File: src/rtl/gat_pkg.sv
// Shared types for the GAT BRAM port bridge.
// Load channel states and sticky error bit positions.
package gat_pkg;

    typedef enum logic [1:0] {
        IDLE,
        LOADING,
        DONE
    } load_state_e;

    typedef enum logic [1:0] {
        ERR_ALIGN,
        ERR_RANGE,
        ERR_LOCK,
        ERR_OVF
    } err_bit_e;

    localparam int ERR_W = 4;

endpackage

File: src/rtl/gat_bram_load_chan.sv
// One load channel: write checks, word counter, done FSM
// and the registered internal BRAM write port.
module gat_bram_load_chan
    import gat_pkg::*;
#(
    parameter int TOP_WIDTH = 32,
    parameter int DATA_W    = 20,
    parameter int DEPTH     = 13264,
    parameter int ADDR_W    = $clog2(DEPTH)
) (
    input  logic                 clk,
    input  logic                 rst_n,
    input  logic [TOP_WIDTH-1:0] din,
    input  logic                 ena,
    input  logic                 wea,
    input  logic [ADDR_W+1:0]    addra,
    input  logic [ADDR_W:0]      cfg_len,
    input  logic                 load_clr,
    input  logic                 core_busy,
    output logic [DATA_W-1:0]    m_din,
    output logic                 m_ena,
    output logic                 m_wea,
    output logic [ADDR_W-1:0]    m_addra,
    output logic                 load_done,
    output logic [ERR_W-1:0]     err
);

    localparam logic [ADDR_W:0] LIMIT = (ADDR_W+1)'(DEPTH);

    load_state_e       state;
    logic [ADDR_W:0]   cnt;
    logic [ADDR_W:0]   cnt_nxt;
    logic [ADDR_W-1:0] waddr;
    logic              wr;
    logic              full;
    logic              din_unused;

    assign wr         = ena & wea;
    assign waddr      = addra[ADDR_W+1:2];
    assign cnt_nxt    = cnt + 1'b1;
    // A zero length disables the channel: it behaves as already loaded.
    assign full       = (cfg_len == '0) | (state == DONE);
    assign load_done  = full;
    assign m_ena      = m_wea;
    assign din_unused = ^din;

    always_ff @(posedge clk or negedge rst_n) begin
        if (!rst_n) begin
            state   <= IDLE;
            cnt     <= '0;
            err     <= '0;
            m_wea   <= 1'b0;
            m_din   <= '0;
            m_addra <= '0;
        end else begin
            m_wea <= 1'b0;
            if (load_clr) begin
                state <= IDLE;
                cnt   <= '0;
                err   <= '0;
            end else if (wr) begin
                if (addra[1:0] != 2'b00) begin
                    err[ERR_ALIGN] <= 1'b1;
                end else if ({1'b0, waddr} >= LIMIT) begin
                    err[ERR_RANGE] <= 1'b1;
                end else if (core_busy) begin
                    err[ERR_LOCK] <= 1'b1;
                end else if (full) begin
                    err[ERR_OVF] <= 1'b1;
                end else begin
                    m_wea   <= 1'b1;
                    m_din   <= din[DATA_W-1:0];
                    m_addra <= waddr;
                    cnt     <= cnt_nxt;
                    state   <= (cnt_nxt == cfg_len) ? DONE : LOADING;
                end
            end
        end
    end

endmodule

File: src/rtl/gat_bram_port_bridge.sv
// PS-side BRAM ports to GAT core BRAMs: NUM_CH load
// channels with done tracking plus one readback port.
module gat_bram_port_bridge
    import gat_pkg::*;
#(
    parameter int NUM_CH      = 4,
    parameter int TOP_WIDTH   = 32,
    parameter int DATA_W      = 20,
    parameter int DEPTH       = 13264,
    parameter int ADDR_W      = $clog2(DEPTH),
    parameter int RD_DATA_W   = 32,
    parameter int RD_DEPTH    = 43328,
    parameter int RD_ADDR_W   = $clog2(RD_DEPTH),
    parameter int RD_LATENCY  = 1,
    parameter bit RD_SIGN_EXT = 1'b0
) (
    input  logic                        clk,
    input  logic                        rst_n,
    input  logic [NUM_CH*TOP_WIDTH-1:0] s_din,
    input  logic [NUM_CH-1:0]           s_ena,
    input  logic [NUM_CH-1:0]           s_wea,
    input  logic [NUM_CH*(ADDR_W+2)-1:0] s_addra,
    input  logic [NUM_CH*(ADDR_W+1)-1:0] cfg_len,
    input  logic                        load_clr,
    input  logic                        core_busy,
    output logic [NUM_CH*DATA_W-1:0]    m_din,
    output logic [NUM_CH-1:0]           m_ena,
    output logic [NUM_CH-1:0]           m_wea,
    output logic [NUM_CH*ADDR_W-1:0]    m_addra,
    output logic [NUM_CH-1:0]           load_done,
    output logic                        all_loaded,
    output logic [NUM_CH-1:0]           err_align,
    output logic [NUM_CH-1:0]           err_range,
    output logic [NUM_CH-1:0]           err_ovf,
    output logic [NUM_CH-1:0]           err_lock,
    input  logic                        rd_ena,
    input  logic [RD_ADDR_W+1:0]        rd_addrb,
    output logic                        m_rd_en,
    output logic [RD_ADDR_W-1:0]        m_rd_addrb,
    input  logic [RD_DATA_W-1:0]        m_rd_dout,
    output logic [TOP_WIDTH-1:0]        rd_dout,
    output logic                        rd_valid
);

    for (genvar c = 0; c < NUM_CH; c++) begin : g_ch
        logic [ERR_W-1:0] err;

        gat_bram_load_chan #(
            .TOP_WIDTH (TOP_WIDTH),
            .DATA_W    (DATA_W),
            .DEPTH     (DEPTH),
            .ADDR_W    (ADDR_W)
        ) u_chan (
            .clk       (clk),
            .rst_n     (rst_n),
            .din       (s_din[c*TOP_WIDTH +: TOP_WIDTH]),
            .ena       (s_ena[c]),
            .wea       (s_wea[c]),
            .addra     (s_addra[c*(ADDR_W+2) +: ADDR_W+2]),
            .cfg_len   (cfg_len[c*(ADDR_W+1) +: ADDR_W+1]),
            .load_clr  (load_clr),
            .core_busy (core_busy),
            .m_din     (m_din[c*DATA_W +: DATA_W]),
            .m_ena     (m_ena[c]),
            .m_wea     (m_wea[c]),
            .m_addra   (m_addra[c*ADDR_W +: ADDR_W]),
            .load_done (load_done[c]),
            .err       (err)
        );

        assign err_align[c] = err[ERR_ALIGN];
        assign err_range[c] = err[ERR_RANGE];
        assign err_lock[c]  = err[ERR_LOCK];
        assign err_ovf[c]   = err[ERR_OVF];
    end

    assign all_loaded = &load_done;

    logic [RD_LATENCY-1:0] vld;
    logic [TOP_WIDTH-1:0]  rd_ext;
    logic [TOP_WIDTH-1:0]  rd_hold;
    logic                  rd_unused;

    assign rd_unused = ^rd_addrb[1:0];
    assign rd_ext    = RD_SIGN_EXT ? TOP_WIDTH'($signed(m_rd_dout))
                                   : TOP_WIDTH'(m_rd_dout);
    assign rd_valid  = vld[RD_LATENCY-1];
    // Data is passed through on its valid cycle and held afterwards.
    assign rd_dout   = rd_valid ? rd_ext : rd_hold;

    always_ff @(posedge clk or negedge rst_n) begin
        if (!rst_n) begin
            m_rd_en    <= 1'b0;
            m_rd_addrb <= '0;
            vld        <= '0;
            rd_hold    <= '0;
        end else begin
            m_rd_en <= rd_ena;
            if (rd_ena) begin
                m_rd_addrb <= rd_addrb[RD_ADDR_W+1:2];
            end
            vld[0] <= m_rd_en;
            for (int i = 1; i < RD_LATENCY; i++) begin
                vld[i] <= vld[i-1];
            end
            if (rd_valid) begin
                rd_hold <= rd_ext;
            end
        end
    end

endmodule

File: config.mk
export PLATFORM = sky130hd
export DESIGN_NAME = gat_bram_port_bridge
export DESIGN_NICKNAME = d
export VERILOG_FILES = /design/src/rtl/gat_pkg.sv /design/src/rtl/gat_bram_load_chan.sv /design/src/rtl/gat_bram_port_bridge.sv
export SDC_FILE = /design/constraint.sdc
export NUM_CORES = 1
export LEC_CHECK = 0
export CORE_AREA = 2 2 207 209
export DETAILED_ROUTE_END_ITERATION = 6
export DIE_AREA = 0 0 209 211
export DONT_BUFFER_PORTS = 1
export PLACE_DENSITY_LB_ADDON = 0.3
export SYNTH_ARGS = -nofsm -noshare
export SYNTH_HDL_FRONTEND = slang
export SYNTH_HIERARCHICAL = 1
export SYNTH_SLANG_ARGS = --single-unit
File: constraint.sdc
create_clock -name clk -period 4.2 [get_ports clk]
set_input_delay 0.42 -clock clk [delete_from_list [all_inputs] [get_ports clk]]
set_output_delay 0.42 -clock clk [all_outputs]
set_load 0.05 [all_outputs]
# ---- Word-level counts from Yosys, hierarchy flattened
# Index checks and enable logic that the tools add are counted.
dict set report word_totals {
  in_bits 315
  reg_bits 274
  ramBits 0
  mem_count 0
  latch_bits 0
  word_cells 251
  rom_bits 0
}
dict set report op_classes {
  muxes 110
  n_eq_ne 21
  bitwise 22
  n_mul 0
  reduce_logical 50
  n_shift 0
  magnitude_cmp 4
  addsub 4
  div_mod_pow 0
}
# cell n
set ops {}
lappend ops {{$mux W15} 24}
lappend ops {{$mux W2} 32}
lappend ops {{$add A15 B1 Y15 const B} 4}
lappend ops {{$eq A15 B15 Y1} 4}
lappend ops {{$logic_not A15 Y1} 4}
lappend ops {{$ge A14 B14 Y1 const B} 4}
lappend ops {{$reduce_bool A2 Y1} 21}
lappend ops {{$mux W1} 41}
lappend ops {{$reduce_and A5 Y1} 8}
lappend ops {{$mux W32} 1}
lappend ops {{$mux W4} 8}
lappend ops {{$ne A2 B2 Y1 const B} 13}
lappend ops {{$reduce_and A6 Y1} 4}
lappend ops {{$reduce_and A4 Y1} 5}
lappend ops {{$not A1 Y1} 14}
lappend ops {{$mux W3} 4}
lappend ops {{$reduce_and A3 Y1} 4}
lappend ops {{$eq A2 B2 Y1 const B} 4}
lappend ops {{$reduce_and A2 Y1} 4}
lappend ops {{$and A1 B1 Y1} 4}
lappend ops {{$or A1 B1 Y1} 4}

# ---- Depth between registers and ports, before layout
dict set report logic_depth {
  ltp_word 9
  ltp_mapped 8
  mapped_depth_nobuf 7
}

# ---- Hierarchy
# The synthesis kept the hierarchy.
# mod instances area_each_um2 seq_area_each_um2 cells_each
set modules_own_cells {}
lappend modules_own_cells {gat_bram_load_chan 4 2820.2 1401.3 249}
lappend modules_own_cells {gat_bram_port_bridge 1 2053.2 1251.2 105}

# ---- Worst setup path after synthesis
# Ideal clock, no wire load.
dict set report synth_timing {
  kind {in2reg}
  start {input cfg_len[11]}
  end {register g_ch[0].u_chan.m_addra[0]}
  path_buffers 2
  setup_ps 127
  path_stages 7
  path_slack_ps 1846
  required_time_ps 4073
  arrival_ps 2227
  path_cell_list {nor3_1 -> a41o_1 -> a2111oi_4 -> nor2b_1 -> buf_4 -> buf_8 -> mux2_1}
}
dict set report synth_via {
  elab_chain_cells 4
}
# element line_no
set synth_lines {}
lappend synth_lines {{from (decl)} gat_bram_port_bridge.sv:23} ;# input logic [NUM_CH*(ADDR_W+1)-1:0] cfg_len,
lappend synth_lines {{$logic_not A15 Y1} gat_bram_load_chan.sv:42} ;# assign full = (cfg_len == '0) | (state == DONE);
lappend synth_lines {{$or A1 B1 Y1} gat_bram_load_chan.sv:42}
lappend synth_lines {{via load_done[0]} gat_bram_port_bridge.sv:30} ;# output logic [NUM_CH-1:0] load_done,
lappend synth_lines {{$not A1 Y1 (no source line)} -}
lappend synth_lines {{$reduce_and A6 Y1 (no source line)} -}
lappend synth_lines {{to (signal assigned)} gat_bram_load_chan.sv:73} ;# m_addra <= waddr;
lappend synth_lines {{to (decl)} gat_bram_load_chan.sv:23} ;# output logic [ADDR_W-1:0] m_addra,
# The timed path passes the listed nets, and every way through them passes these cells.
# A chain may end at the register's enable or synchronous reset.

# ---- Worst setup path after layout
dict set report layout_timing {
  start {register g_ch[1].u_chan.state[1]}
  end {register g_ch[1].u_chan.m_din[17]}
}
dict set report layout_via {
  elab_chain_cells 4
}
# element line_no
set layout_lines {}
lappend layout_lines {{from (decl)} gat_bram_load_chan.sv:30} ;# load_state_e state;
lappend layout_lines {{from (signal assigned)} gat_bram_load_chan.sv:75} ;# state <= (cnt_nxt == cfg_len) ? DONE : LOADING;
lappend layout_lines {{$eq A2 B2 Y1} gat_bram_load_chan.sv:42}
lappend layout_lines {{$or A1 B1 Y1} gat_bram_load_chan.sv:42}
lappend layout_lines {{via load_done[1]} gat_bram_port_bridge.sv:30}
lappend layout_lines {{$not A1 Y1 (no source line)} -}
lappend layout_lines {{$reduce_and A6 Y1 (no source line)} -}
lappend layout_lines {{to (signal assigned)} gat_bram_load_chan.sv:72} ;# m_din <= din[DATA_W-1:0];
lappend layout_lines {{to (decl)} gat_bram_load_chan.sv:20} ;# output logic [DATA_W-1:0] m_din,
# The timed path passes the listed nets, and every way through them passes these cells.

==> results.md <==
### Status
- finished, violations left — outcome
- hold timing — violations in the final reports

### Timing
- 0.907 ns — Worst Tran Pin Value
- 0 — final setup violation count
- 0 ns — Setup Total Neg Slack
- 274 — Final Hold Vio Count
- 0.396 — Max-Slew Margin vs Limit
- 0.743 — period utilization
- 0 — number of pins with negative max-slew slack in the final report
- 1.08 ns — Worst Setup Slack, final
- 0.0221 ns — Setup Skew
- -0.414 ns — final hold slack
- 3.12 ns — final period demand of the worst path
- 320 MHz — fmax
- false — setup repair after global routing missed its margin

### CTS
- 0 — postcts setup bufs
- done — CTS tree
- 0 — count of cells resized by post-cts repair
- 3 — largest buffer count on any clock path
- 123 — cts hold-fix bufs
- 34 — TritonCTS buffer count
- sky130_fd_sc_hd__clkbuf_16 — CTS Root Buffer Type
- 274 — CTS Sinks
- 0.06 ns — Clk pin slew, worst setup/hold paths
- 2 — deepest level of the CTS H-tree
- 0.54 ns — Worst-Skew Late Latency

### Critical path
- 3.52 ns — critical path data arrival time
- sky130_fd_sc_hd__nor2b_4 — slowest library cell on the worst path
- 19 — largest driver fanout on the critical path
- 7 — total number of cells along the worst setup path
- reg2reg — worst setup path category
- compound AO/OA/AOI/OAI gates — Worst path top cell family by delay
- flop — crit path capture type
- 0.56 ns — Slowest Stage Delay on Critical Path
- sky130_fd_sc_hd__buf_4 — most numerous cell on the critical path
- nor2b_1 > a41o_1 > a2111oi_4 > buf_4 > nor2b_4 > buf_4 > mux2_1 — Cell Chain, Critical Path
- 2 — number of buffer and inverter stages on the critical path
- flop — Critical Path Source Type
- 4.60 ns — WP data required
- 7 — cells on worst reg2reg path

### Placed design
- 25.7 mm — HPWL Detailed
- 0.879 — RD Place Congestion
- 1.07 ns — worst slack at placement
- 0 — number of port buffers
- 1,584 — dpl cells

### Floorplan
- 530 — IO Count
- 0.0418 mm2 — Floorplan Core Area
- 211 um — die height
- 0.0441 mm2 — die outline area
- 209 um — x dimension of the die
- 75 — Cell Rows
- 0.319 — initial cell density of the core

### GRT
- 0 — total grt overflow
- 0.161 — aggregate global-route resource usage
- 55.1 mm — first-pass GRT wire length
- 1 — antenna violations before repair
- 275 — maximum number of pins on one net before global-route repair
- 9,218 — number of global-route vias before repair

### Layout
- 1,523 — fin nets
- 1,765 — final standard cell count with taps included and fillers excluded
- 19.8% — layout overhead on the synthesized area
- 0.121 — fraction of final layout cells with drive strength greater than 1
- 0.382 — share of the core filled with cells

### Pwr
- 0.271 mV — peak ir drop on the vdd network
- 6.96 nW — LEAKAGE
- 7.62 mW — overall power
- 477 mW/mm2 — total power density per cell area

### Detailed routing
- 5.09 — Vias/cell
- 36.9 mm — wire length reported by the detailed router
- 20.9 um — routed length per placed instance
- 0 — Post-route DRC
- 8,977 — via count of the routed design
- 4 — total iterations of the first detailed-routing run
- 0 — antenna-violating nets left
- 520 — initial detailed-routing violation count

### Synthesis
- 1,420 — net count after synthesis
- 1.00 — share of flip-flops with an asynchronous set or reset
- sky130_fd_sc_hd__dfrtp_1 — dominant register cell in the synthesized netlist
- 40 — Unique masters post-synth
- sky130_fd_sc_hd__dfrtp_1 51%, sky130_fd_sc_hd__mux2_1 9.5%, sky130_fd_sc_hd__xor2_1 5.5% — leading post-synthesis cells by cell area
- 12.1 um2 — Syn Area/Cell
- sky130_fd_sc_hd__dfrtp_1 — count leader, synth
- 274 x sky130_fd_sc_hd__dfrtp_1, 112 x sky130_fd_sc_hd__mux2_1, 112 x sky130_fd_sc_hd__nor2_1 — most used standard cells in the synthesized netlist
- 274 — flip-flop and latch count after synthesis
- 0.514 — share of the synthesized area in the top cell type
- 1,101 — Post-Synthesis Cells
- 6 — Yosys warnings
- 0.0133 mm2 — cell area after synthesis
- sky130_fd_sc_hd__dfrtp_1 — post-synth top area cell
- 0 — number of enable-type register cells in the synthesized netlist
- 0.514 — sequential element share of the synthesized area

### Min path
- in2async — Hold Crit Class

### Run
- 0 — Max Cap Viol

[state kept, by name, indices dropped and copies added (netlist names)]
register and count:
g_ch.u_chan/m_ena 4, m_rd_addrb 16, g_ch.u_chan/m_addra 56, g_ch.u_chan/cnt 60
rd_valid 1, g_ch.u_chan/m_din 80, rd_hold 32, m_rd_en 1
g_ch.u_chan/err 16, g_ch.u_chan/state 8
[layout by cell type (no fill, tap or decap), drive strengths merged, types with 13 or more instances in the layout]
cell / netlist / layout
a21oi: 28 / 28
nand2: 24 / 24
mux2: 184 / 184
nor4: 16 / 16
o21ai: 24 / 24
clkbuf: 20 / 43
dfrtp: 274 / 274
inv: 12 / 15
and4: 13 / 13
nand3: 40 / 40
xnor2: 44 / 44
nor2: 112 / 112
nand4: 40 / 40
xor2: 84 / 84
dlygate4sd3: 0 / 122
[final timing paths]
check	from	to	slack, ns
setup / recovery	g_ch[1].u_chan/state[1]	g_ch[1].u_chan/m_din[17]	1.08
hold / removal	rst_n	g_ch[0].u_chan/m_addra[12]	-0.41
setup reg to reg	g_ch[1].u_chan/state[1]	g_ch[1].u_chan/m_din[17]	1.08
hold reg to reg	g_ch[2].u_chan/cnt[14]	g_ch[2].u_chan/cnt[14]	0.57
max in group asynchronous	rst_n	g_ch[2].u_chan/err[0]	4.18
min in group clk	s_din[77]	g_ch[2].u_chan/m_din[13]	0.04
[layer usage]
layer  global-route usage  vias up  wire length (um)
li1                     -     4131                 -
met1                0.182     4437             14300
met2                0.279      337             18400
met3               0.0513       72              2950
met4               0.0739        0              1210
met5                    0        -                 0
[kinds of logic after synthesis]
kind of cell,count (synthesis),synth area share
adders and majority gates,4,0.00375
muxes,196,0.176
xor gates and xnor gates,128,0.0841
DFF,274,0.514
and+or+nand+nor,309,0.118
buffers and inverters,78,0.0422
AOI/OAI and AO/OA,112,0.0619
[where the power goes]
group          internal [mW]  switching, mW  total, mW
combinational          0.325          0.298      0.623
clock                   1.76           1.15       2.91
sequential              2.92           1.17       4.08
[stage by stage]
stage,instance area [um2],hold WS (ns)
floorplan,13300,0.124
global placement,13600,0.129
detailed placement,13600,0.129
CTS,16000,-0.459
global route,16000,-0.456
finish,16000,-0.414
[area by class of cell]
type	count	area, um2
fill	3991	25800
inverter	12	45.0
multi-input combinational	749	5940
tap	539	674
sequential	274	6860
clock buffer	43	935
antenna	2	5.00
timing repair buffer	133	1340
clock inverter	13	170
No activity file was read; power rests on OpenSTA's default activity.
